**config.mk**
```make
export PLATFORM = sky130hd
export DESIGN_NAME = prog_loader
export DESIGN_NICKNAME = d
export VERILOG_FILES = /design/src/rtl/prog_loader_pkg.sv /design/src/rtl/prog_loader_byte_packer.sv /design/src/rtl/prog_loader.sv
export SDC_FILE = /design/constraint.sdc
export NUM_CORES = 1
export LEC_CHECK = 0
export CAP_MARGIN = 20
export CORE_MARGIN = 2
export CORE_UTILIZATION = 30
export DETAILED_ROUTE_END_ITERATION = 7
export GPL_TIMING_DRIVEN = 0
export SYNTH_ARGS = -nofsm -noshare
export SYNTH_HDL_FRONTEND = slang
export SYNTH_SLANG_ARGS = --single-unit
```
**constraint.sdc**
```tcl
create_clock -name clock -period 2.2 [get_ports clock]
set_input_delay 0.33 -clock clock [delete_from_list [all_inputs] [get_ports clock]]
set_output_delay 0.33 -clock clock [all_outputs]
set_load 0.01 [all_outputs]
```
**src/rtl/prog_loader_pkg.sv**
```systemverilog
// Shared definitions for the boot-time program loader:
// FSM state encoding and frame field widths.
package prog_loader_pkg;

  localparam int COUNT_W = 16;
  localparam int BYTE_W  = 8;

  typedef enum logic [2:0] {
    HDR_HI = 3'd0,
    HDR_LO = 3'd1,
    LOAD   = 3'd2,
    CSUM   = 3'd3,
    DONE   = 3'd4,
    ERROR  = 3'd5
  } state_t;

endpackage

```
**src/rtl/prog_loader_byte_packer.sv**
```systemverilog
// Shifts payload bytes into big-endian 32-bit words and
// flags the cycle on which the fourth byte arrives.
module prog_loader_byte_packer
  import prog_loader_pkg::*;
(
  input  logic              clock,
  input  logic              reset,
  input  logic              i_en,
  input  logic [BYTE_W-1:0] i_byte,
  output logic [31:0]       o_word,
  output logic              o_word_valid
);

  logic [23:0] r_shift;
  logic [1:0]  r_idx;

  always_ff @(posedge clock) begin
    if (reset) begin
      r_shift <= '0;
      r_idx   <= '0;
    end else if (i_en) begin
      r_shift <= {r_shift[15:0], i_byte};
      r_idx   <= r_idx + 2'd1;
    end
  end

  // Word is presented combinationally so the loader can
  // register it together with address and count.
  assign o_word       = {r_shift, i_byte};
  assign o_word_valid = i_en & (r_idx == 2'd3);

endmodule

```
**src/rtl/prog_loader.sv**
```systemverilog
// Boot loader: frames a byte stream into instruction memory
// writes and releases cpu reset after a verified image.
module prog_loader
  import prog_loader_pkg::*;
#(
  parameter logic [31:0] BASE_ADDR = 32'h0000_0000,
  parameter int          MAX_WORDS = 1024
) (
  input  logic                clock,
  input  logic                reset,
  input  logic                in_valid,
  input  logic [BYTE_W-1:0]   in_data,
  output logic                in_ready,
  output logic                mem_we,
  output logic [31:0]         mem_addr,
  output logic [31:0]         mem_wdata,
  output logic                cpu_reset,
  output logic                done,
  output logic                error,
  output logic [COUNT_W-1:0]  words_loaded
);

  localparam logic [COUNT_W:0] MAXW = (COUNT_W+1)'(MAX_WORDS);

  state_t               r_state;
  state_t               w_next;
  logic                 r_ready;
  logic                 r_we;
  logic [31:0]          r_addr;
  logic [31:0]          r_wdata;
  logic                 r_cpu_reset;
  logic                 r_done;
  logic                 r_error;
  logic [COUNT_W-1:0]   r_words;
  logic [COUNT_W-1:0]   r_count;
  logic [BYTE_W-1:0]    r_csum;

  logic                 w_accept;
  logic                 w_pack_en;
  logic [31:0]          w_word;
  logic                 w_word_valid;
  logic [COUNT_W-1:0]   w_hdr_count;
  logic [COUNT_W-1:0]   w_words_inc;

  assign w_accept    = in_valid & r_ready;
  assign w_pack_en   = w_accept & (r_state == LOAD);
  assign w_hdr_count = {r_count[15:8], in_data};
  assign w_words_inc = r_words + 16'd1;

  prog_loader_byte_packer u_packer (
    .clock        (clock),
    .reset        (reset),
    .i_en         (w_pack_en),
    .i_byte       (in_data),
    .o_word       (w_word),
    .o_word_valid (w_word_valid)
  );

  always_ff @(posedge clock) begin
    if (reset) r_state <= HDR_HI;
    else       r_state <= w_next;
  end

  always_comb begin
    w_next = r_state;
    unique case (r_state)
      HDR_HI: if (w_accept) w_next = HDR_LO;
      HDR_LO: begin
        if (w_accept) begin
          if ({1'b0, w_hdr_count} > MAXW) w_next = ERROR;
          else if (w_hdr_count == '0)     w_next = CSUM;
          else                            w_next = LOAD;
        end
      end
      LOAD: begin
        if (w_word_valid && (w_words_inc == r_count))
          w_next = CSUM;
      end
      CSUM: begin
        if (w_accept)
          w_next = (in_data == r_csum) ? DONE : ERROR;
      end
      default: w_next = r_state;
    endcase
  end

  always_ff @(posedge clock) begin
    if (reset) begin
      r_ready     <= 1'b0;
      r_we        <= 1'b0;
      r_addr      <= BASE_ADDR;
      r_wdata     <= '0;
      r_cpu_reset <= 1'b1;
      r_done      <= 1'b0;
      r_error     <= 1'b0;
      r_words     <= '0;
      r_count     <= '0;
      r_csum      <= '0;
    end else begin
      r_ready <= (w_next != DONE) && (w_next != ERROR);
      r_we    <= w_word_valid;
      if (w_word_valid) begin
        r_addr  <= BASE_ADDR + {14'd0, r_words, 2'b00};
        r_wdata <= w_word;
        r_words <= w_words_inc;
      end
      if (w_accept && r_state == HDR_HI) r_count[15:8] <= in_data;
      if (w_accept && r_state == HDR_LO) r_count[7:0]  <= in_data;
      if (w_pack_en) r_csum <= r_csum ^ in_data;
      if (w_next == DONE) begin
        r_done      <= 1'b1;
        r_cpu_reset <= 1'b0;
      end
      if (w_next == ERROR) r_error <= 1'b1;
    end
  end

  assign in_ready     = r_ready;
  assign mem_we       = r_we;
  assign mem_addr     = r_addr;
  assign mem_wdata    = r_wdata;
  assign cpu_reset    = r_cpu_reset;
  assign done         = r_done;
  assign error        = r_error;
  assign words_loaded = r_words;

endmodule

```
==> impl_metrics.tcl, run 1 <==
set metrics [dict create \
    synthCells 647 \
    grt_pass1_vias 4214 \
    cts_hold_buf 0 \
    critPathLaunchType "flip-flop" \
    yosys-top-cells-area "dfxtp_1 (46%), nand2_1 (12%), a21oi_1 (8.2%), xor2_1 (5.5%), nor2_1 (3.4%)" \
    clock-root-buffer "clkbuf_16" \
    fin_area_mm2 0.00707 \
    fp.coreArea_mm2 0.0172 \
    via_count 4624 \
    avgSynthCellArea_um2 8.16 \
    wl_mm 14.0 \
    drv_slew 0 \
    cts_htree_levels 4 \
    cp.depth 8 \
    track_usage 0.155 \
    post_dp_cell_area_mm2 0.00640 \
    drive_gt1_frac 0.104 \
    cts_buffer_depth 2 \
    yosysSeqAreaShare 0.463 \
    async_flop_share 0 \
    p_sw_w 0.00115 \
    required_ns 2.54 \
    critical_path_class "reg -> reg" \
    drc 0 \
    grt_pass1_wl_mm 22.3 \
    powerDensity_mw_per_mm2 744 \
    netlist.area_leader.share 0.463 \
    viasPerCell 4.64 \
    min_to "done" \
    dp_hpwl_mm 10.0 \
    cap_violations 0 \
    p_int_w 0.00411 \
    area_growth_pct 33.9 \
    cpPeakStageDelay_ns 0.37 \
    fin_cells 996 \
    startpoint "words_loaded[6]" \
    path_clk_slew_ns 0.06 \
    drt-initial-drc-count 240 \
    clock-sinks 122 \
    first_pass_iters 5 \
    gp_congestion 0.821 \
    worst_slew_pin_slew_ns 0.609 \
    fin_util 0.410 \
    setup_violations 0 \
    critical_path_buf_inv_count 2 \
    ios 96 \
    post-route-period-util 0.976 \
    synth_seq_cells 122 \
    r2r_start "words_loaded[6]" \
    fin_crit_ns 2.15 \
    pwr-share-comb 0.052 \
    min_path_type "in -> reg" \
    grt_remaining_overflow 0 \
    fillers 1770 \
    syn-cell-area_mm2 0.00528 \
    holdWs_ns 0.365 \
    worst_ir_drop_vdd_mv 0.516 \
    crit_arrival_ns 2.48 \
    path_cells "buf_2, nand4_1, buf_4, nor4_2, mux2_2, a211oi_1, nand4_1, a21oi_1" \
    swShare 0.218 \
    min-delay-start "reset" \
    ys_warn_count 0 \
    cp_slowest_cell "mux2_2" \
    start_util 0.306 \
    synth_most_common_cell "nand2_1" \
    antenna_cells 0 \
    cts_buffers 17 \
    rsz0062_at_grt "yes" \
    netlist_top_cells_count "nand2_1 (165), dfxtp_1 (122), a21oi_1 (86)" \
    path_delay_family "simple AND/OR/NAND/NOR gates" \
    worstReg2RegEnd "r_state[0]" \
    max_slew_margin 0.594 \
    antenna_left 0 \
    path_common_cell "nand4_1" \
    holdPathStages 3 \
    pwr-share-clk 0.520 \
    cp_max_fo 8 \
    fin_nets 773 \
    cts_tree "built" \
    ys.flop_type "dfxtp_1" \
    hold_viol 0 \
    rrSetupSlack_ns 0.05 \
    p_seq_frac 0.428 \
    status "finished, final reports clean" \
    num_rows 48 \
    crit_path_end_kind "flip-flop" \
    die-height_um 137 \
    yosys.area.top_type "dfxtp_1" \
    antenna_found_initial 0 \
    p_leak_nw 2.47 \
    wl_per_cell_um 14.1 \
    clock_skew_ns 0.0108 \
    timing.fmax_mhz 466 \
    reg2reg_depth 8 \
    synth_edf_count 0 \
    portBuffers 78 \
    clkLatencyLatePin_ns 0.41 \
    die-width_um 137 \
    grt_max_degree 17 \
    synth_cell_type_count 52 \
    dpl.cell_count 965 \
    die_area_mm2 0.0187 \
]
-- layer usage --
metal / share of wire / wire (um) / track usage / vias to the layer above
li1: - / - / - / 2357
met1: 0.49 / 6820 / 0.215 / 2148
met2: 0.46 / 6430 / 0.241 / 110
met3: 0.048 / 667 / 0.0385 / 9
met4: 0.0073 / 103 / 0.0388 / 0
met5: 0 / 0 / 0 / -
-- cell usage in the layout, fill, tap and decap left out, types with 4 or more instances in the layout --
cell / n
a21oi_1: 86
dfxtp_1: 120
clkdlybuf4s50_1: 76
buf_2: 5
xor2_1: 33
xnor2_1: 15
nand4_1: 8
nand3_1: 8
buf_4: 22
buf_1: 4
nand2_1: 165
mux2i_1: 10
clkbuf_8: 4
and4_1: 5
nor2_1: 48
clkbuf_1: 32
inv_1: 4
conb_1: 16
clkbuf_16: 17
nor3_1: 7
nor3_2: 4
a311o_1: 4
o21ai_0: 13
-- power groups by stage --
stage                     Combinational (W)  Sequential (W)  Clock [W]
after floorplan                    0.000173         0.00229          0
after global placement             0.000257         0.00230          0
after detailed placement           0.000259         0.00230          0
after CTS                          0.000261         0.00225    0.00278
after global routing               0.000299         0.00225    0.00290
final                              0.000271         0.00225    0.00273
-- kinds of logic (layout without fill, tap and decap cells) --
logic type	after synthesis	after routing	synth area share
and+or+nand+nor	277	277	0.239
AOI/OAI and AO/OA	118	118	0.125
adders and majority gates	2	2	0.00474
other	1	16	0.000711
xor gates and xnor gates	48	48	0.0797
DFF	122	122	0.463
muxes	12	12	0.0232
buffers and inverters	67	176	0.0645
-- per-stage QoR --
stage | TNS, ns | power (W) | setup WS [ns]
finish | 0 | 0.00526 | 0.0535
global route | -0.0927 | 0.00545 | -0.0926
CTS | -0.0478 | 0.00529 | -0.0478
detailed placement | -24.15 | 0.00256 | -0.512
global placement | -21.94 | 0.00255 | -0.472
floorplan | 0 | 0.00247 | 0.242
-- area by class of cell --
type	instances	area (um2)	share of cell area
Buffer	62	324	0.0458
Multi-Input combinational cell	473	2620	0.371
Clock buffer	23	488	0.0690
Inverter	4	15.0	0.00212
Timing Repair Buffer	80	801	0.113
Clock inverter	7	91.3	0.0129
Sequential cell	122	2440	0.346
Tap cell	225	282	0.0398
-- flip-flops by register name (all words and copies together), names as in the netlist, 2 cells and up --
register	cells
r_state	3
r_csum	8
words_loaded	16
u_packer.r_shift	24
r_count	16
u_packer.r_idx	2
mem_wdata	32
mem_addr	16
-- worst max path at each step --
stage,to,slack [ns]
final,r_state[0],0.05
after global routing,r_state[0],-0.09
after CTS,r_state[0],-0.05
after detailed placement,words_loaded[0],-0.51
after global placement,words_loaded[0],-0.47
after floorplan,r_state[0],0.24
-- timing repair --
item | 4_1_cts | 5_1_grt
buffers inserted | 0 | 1
gates resized for setup | 8 | 10
endpoints found under the setup margin | 12 | 5
pin swaps | 1 | 1
-- worst register-to-register path, delay by kind of cell (launching register included) --
kind / cells / cell delay, ns
compound gates: 2 / 0.40
buf+inv: 2 / 0.38
flops: 1 / 0.33
mux: 1 / 0.37
simple gates: 3 / 0.60
(Power assumes the default switching activity.)
==> run 2, diff against run 1 <==
--- a/config.mk
+++ b/config.mk
@@ -6,7 +6,6 @@
 export NUM_CORES = 1
 export LEC_CHECK = 0
 export CAP_MARGIN = 20
-export CORE_MARGIN = 2
 export CORE_UTILIZATION = 30
 export DETAILED_ROUTE_END_ITERATION = 7
 export GPL_TIMING_DRIVEN = 0
==> run 2 against run 1 <==
  * Clock power rose by 4%
  * Cell area rose by 1.5%
  * Register-to-register slack improved by 0.02 ns
  * Non-clock buffer count rose by 1
  * Critical path depth fell by 1
  * Sequential share of layout area fell by 0.45 points
  * First-iteration DRC count rose by 29%
  * Wire length fell by 3.4%
==> impl_metrics.tcl, run 2 (synthesized netlist as in run 1, its figures left out) <==
set metrics [dict create \
    min_path_type "in -> reg" \
    layout_setup_ws_ns 0.0692 \
    setup_violations 0 \
    cts_htree_levels 4 \
    cts_buffer_depth 2 \
    crit_path_end_kind "flip-flop" \
    worst_ir_drop_vdd_mv 0.573 \
    path_clk_slew_ns 0.06 \
    critical_path_class "reg -> reg" \
    dp_hpwl_mm 9.78 \
    antenna_left 0 \
    ios 96 \
    worst_slew_pin_slew_ns 0.662 \
    area_growth_pct 35.9 \
    gp_congestion 0.808 \
    dp_slack_ns -0.538 \
    post-route-period-util 0.969 \
    fin_nets 774 \
    clock-sinks 122 \
    required_ns 2.55 \
    critPathLaunchType "flip-flop" \
    die-width_um 135 \
    clock_skew_ns 0.00737 \
    timing.fmax_mhz 469 \
    cp_max_fo 9 \
    reg2reg_depth 7 \
    num_rows 48 \
    mostFrequentLayoutCell "nand2_1" \
    drive_gt1_frac 0.118 \
    antenna_cells 0 \
    cts_hold_buf 0 \
    antenna_found_initial 0 \
    fin_cells 999 \
    track_usage 0.155 \
    drt-initial-drc-count 310 \
    largest_reg_flops 32 \
    wl_mm 13.6 \
    cts_tree "built" \
    rsz0062_at_grt "yes" \
    p_leak_nw 2.48 \
    fin_crit_ns 2.13 \
    die-height_um 135 \
    hold_viol 0 \
    status "finished, final reports clean" \
    start_util 0.306 \
    holdPathStages 3 \
    cts_buffers 17 \
    grt_pass1_wl_mm 21.6 \
    clkLatencyLatePin_ns 0.42 \
    crit_arrival_ns 2.48 \
    clock-root-buffer "clkbuf_16" \
    portBuffers 78 \
    powerDensity_mw_per_mm2 746 \
    via_count 4653 \
    grt_remaining_overflow 0 \
    drc 0 \
    final_cell_mix "nand2_1 (165), dfxtp_1 (117), a21oi_1 (85)" \
    die_area_mm2 0.0181 \
    wl_per_cell_um 13.6 \
    fp.coreArea_mm2 0.0172 \
    dpl.cell_count 965 \
    fin_util 0.416 \
    fin_area_mm2 0.00717 \
    viasPerCell 4.66 \
    cap_violations 0 \
    first_pass_iters 5 \
    drv_slew 0 \
    max_slew_margin 0.559 \
    post_dp_cell_area_mm2 0.00640 \
    grt_pass1_vias 4078 \
    grt_max_degree 17 \
]
## run 2: cell type report
| class | count | area, um2 |
|---|---|---|
| clock inverter | 15 | 176 |
| sequential | 122 | 2450 |
| inverter | 4 | 15.0 |
| timing repair buffer | 82 | 811 |
| buffer | 61 | 338 |
| multi-input combinational | 473 | 2680 |
| tap | 225 | 282 |
| clock buffer | 17 | 425 |
| fill | 1765 | 10100 |
## run 2: final timing paths
path | from | to | slack, ns
min reg2reg | mem_wdata[14] | mem_wdata[14] | 0.45
max | words_loaded[5] | r_state[0] | 0.07
max reg2reg | words_loaded[5] | r_state[0] | 0.07
min | reset | error | 0.35
## run 2: worst max-delay path, stage by stage, from the launching register on
cell	delay (ns)
dfxtp_1	0.35
buf_6	0.15
nand4_1	0.24
nor4_2	0.42
mux2_2	0.39
a211oi_2	0.16
nand4_1	0.19
a21oi_2	0.16
## run 2: report_power, final
group          internal [W]  switching, W  total [W]
logic              0.000110      0.000160   0.000270
clock network       0.00178       0.00105    0.00283
registers           0.00223     0.0000202    0.00225
total               0.00412       0.00123    0.00535
## run 2: timing repair
action,CTS,global route
setup buffers,0,3
pin swaps,1,6
cloned,0,0
endpoints found under the setup margin,11,5
gates resized for setup,7,26
## run 2: routing by layer
metal | wire length (um) | share of wire | up-vias | track usage
met1 | 6700 | 0.49 | 2149 | 0.214
met3 | 525 | 0.039 | 14 | 0.0330
met2 | 6180 | 0.46 | 117 | 0.236
met5 | 0 | 0 | - | 0
met4 | 148 | 0.011 | 0 | 0.0568
li1 | - | - | 2373 | -
## run 2: per-stage QoR
step / power (W) / hold slack [ns] / setup TNS, ns
2_1_floorplan: 0.00247 / 0.432 / 0
3_3_place_gp: 0.00255 / 0.443 / -24.43
3_5_place_dp: 0.00255 / 0.447 / -24.66
4_1_cts: 0.00538 / 0.335 / -0.0548
5_1_grt: 0.00553 / 0.366 / -0.0511
6_report: 0.00535 / 0.352 / 0
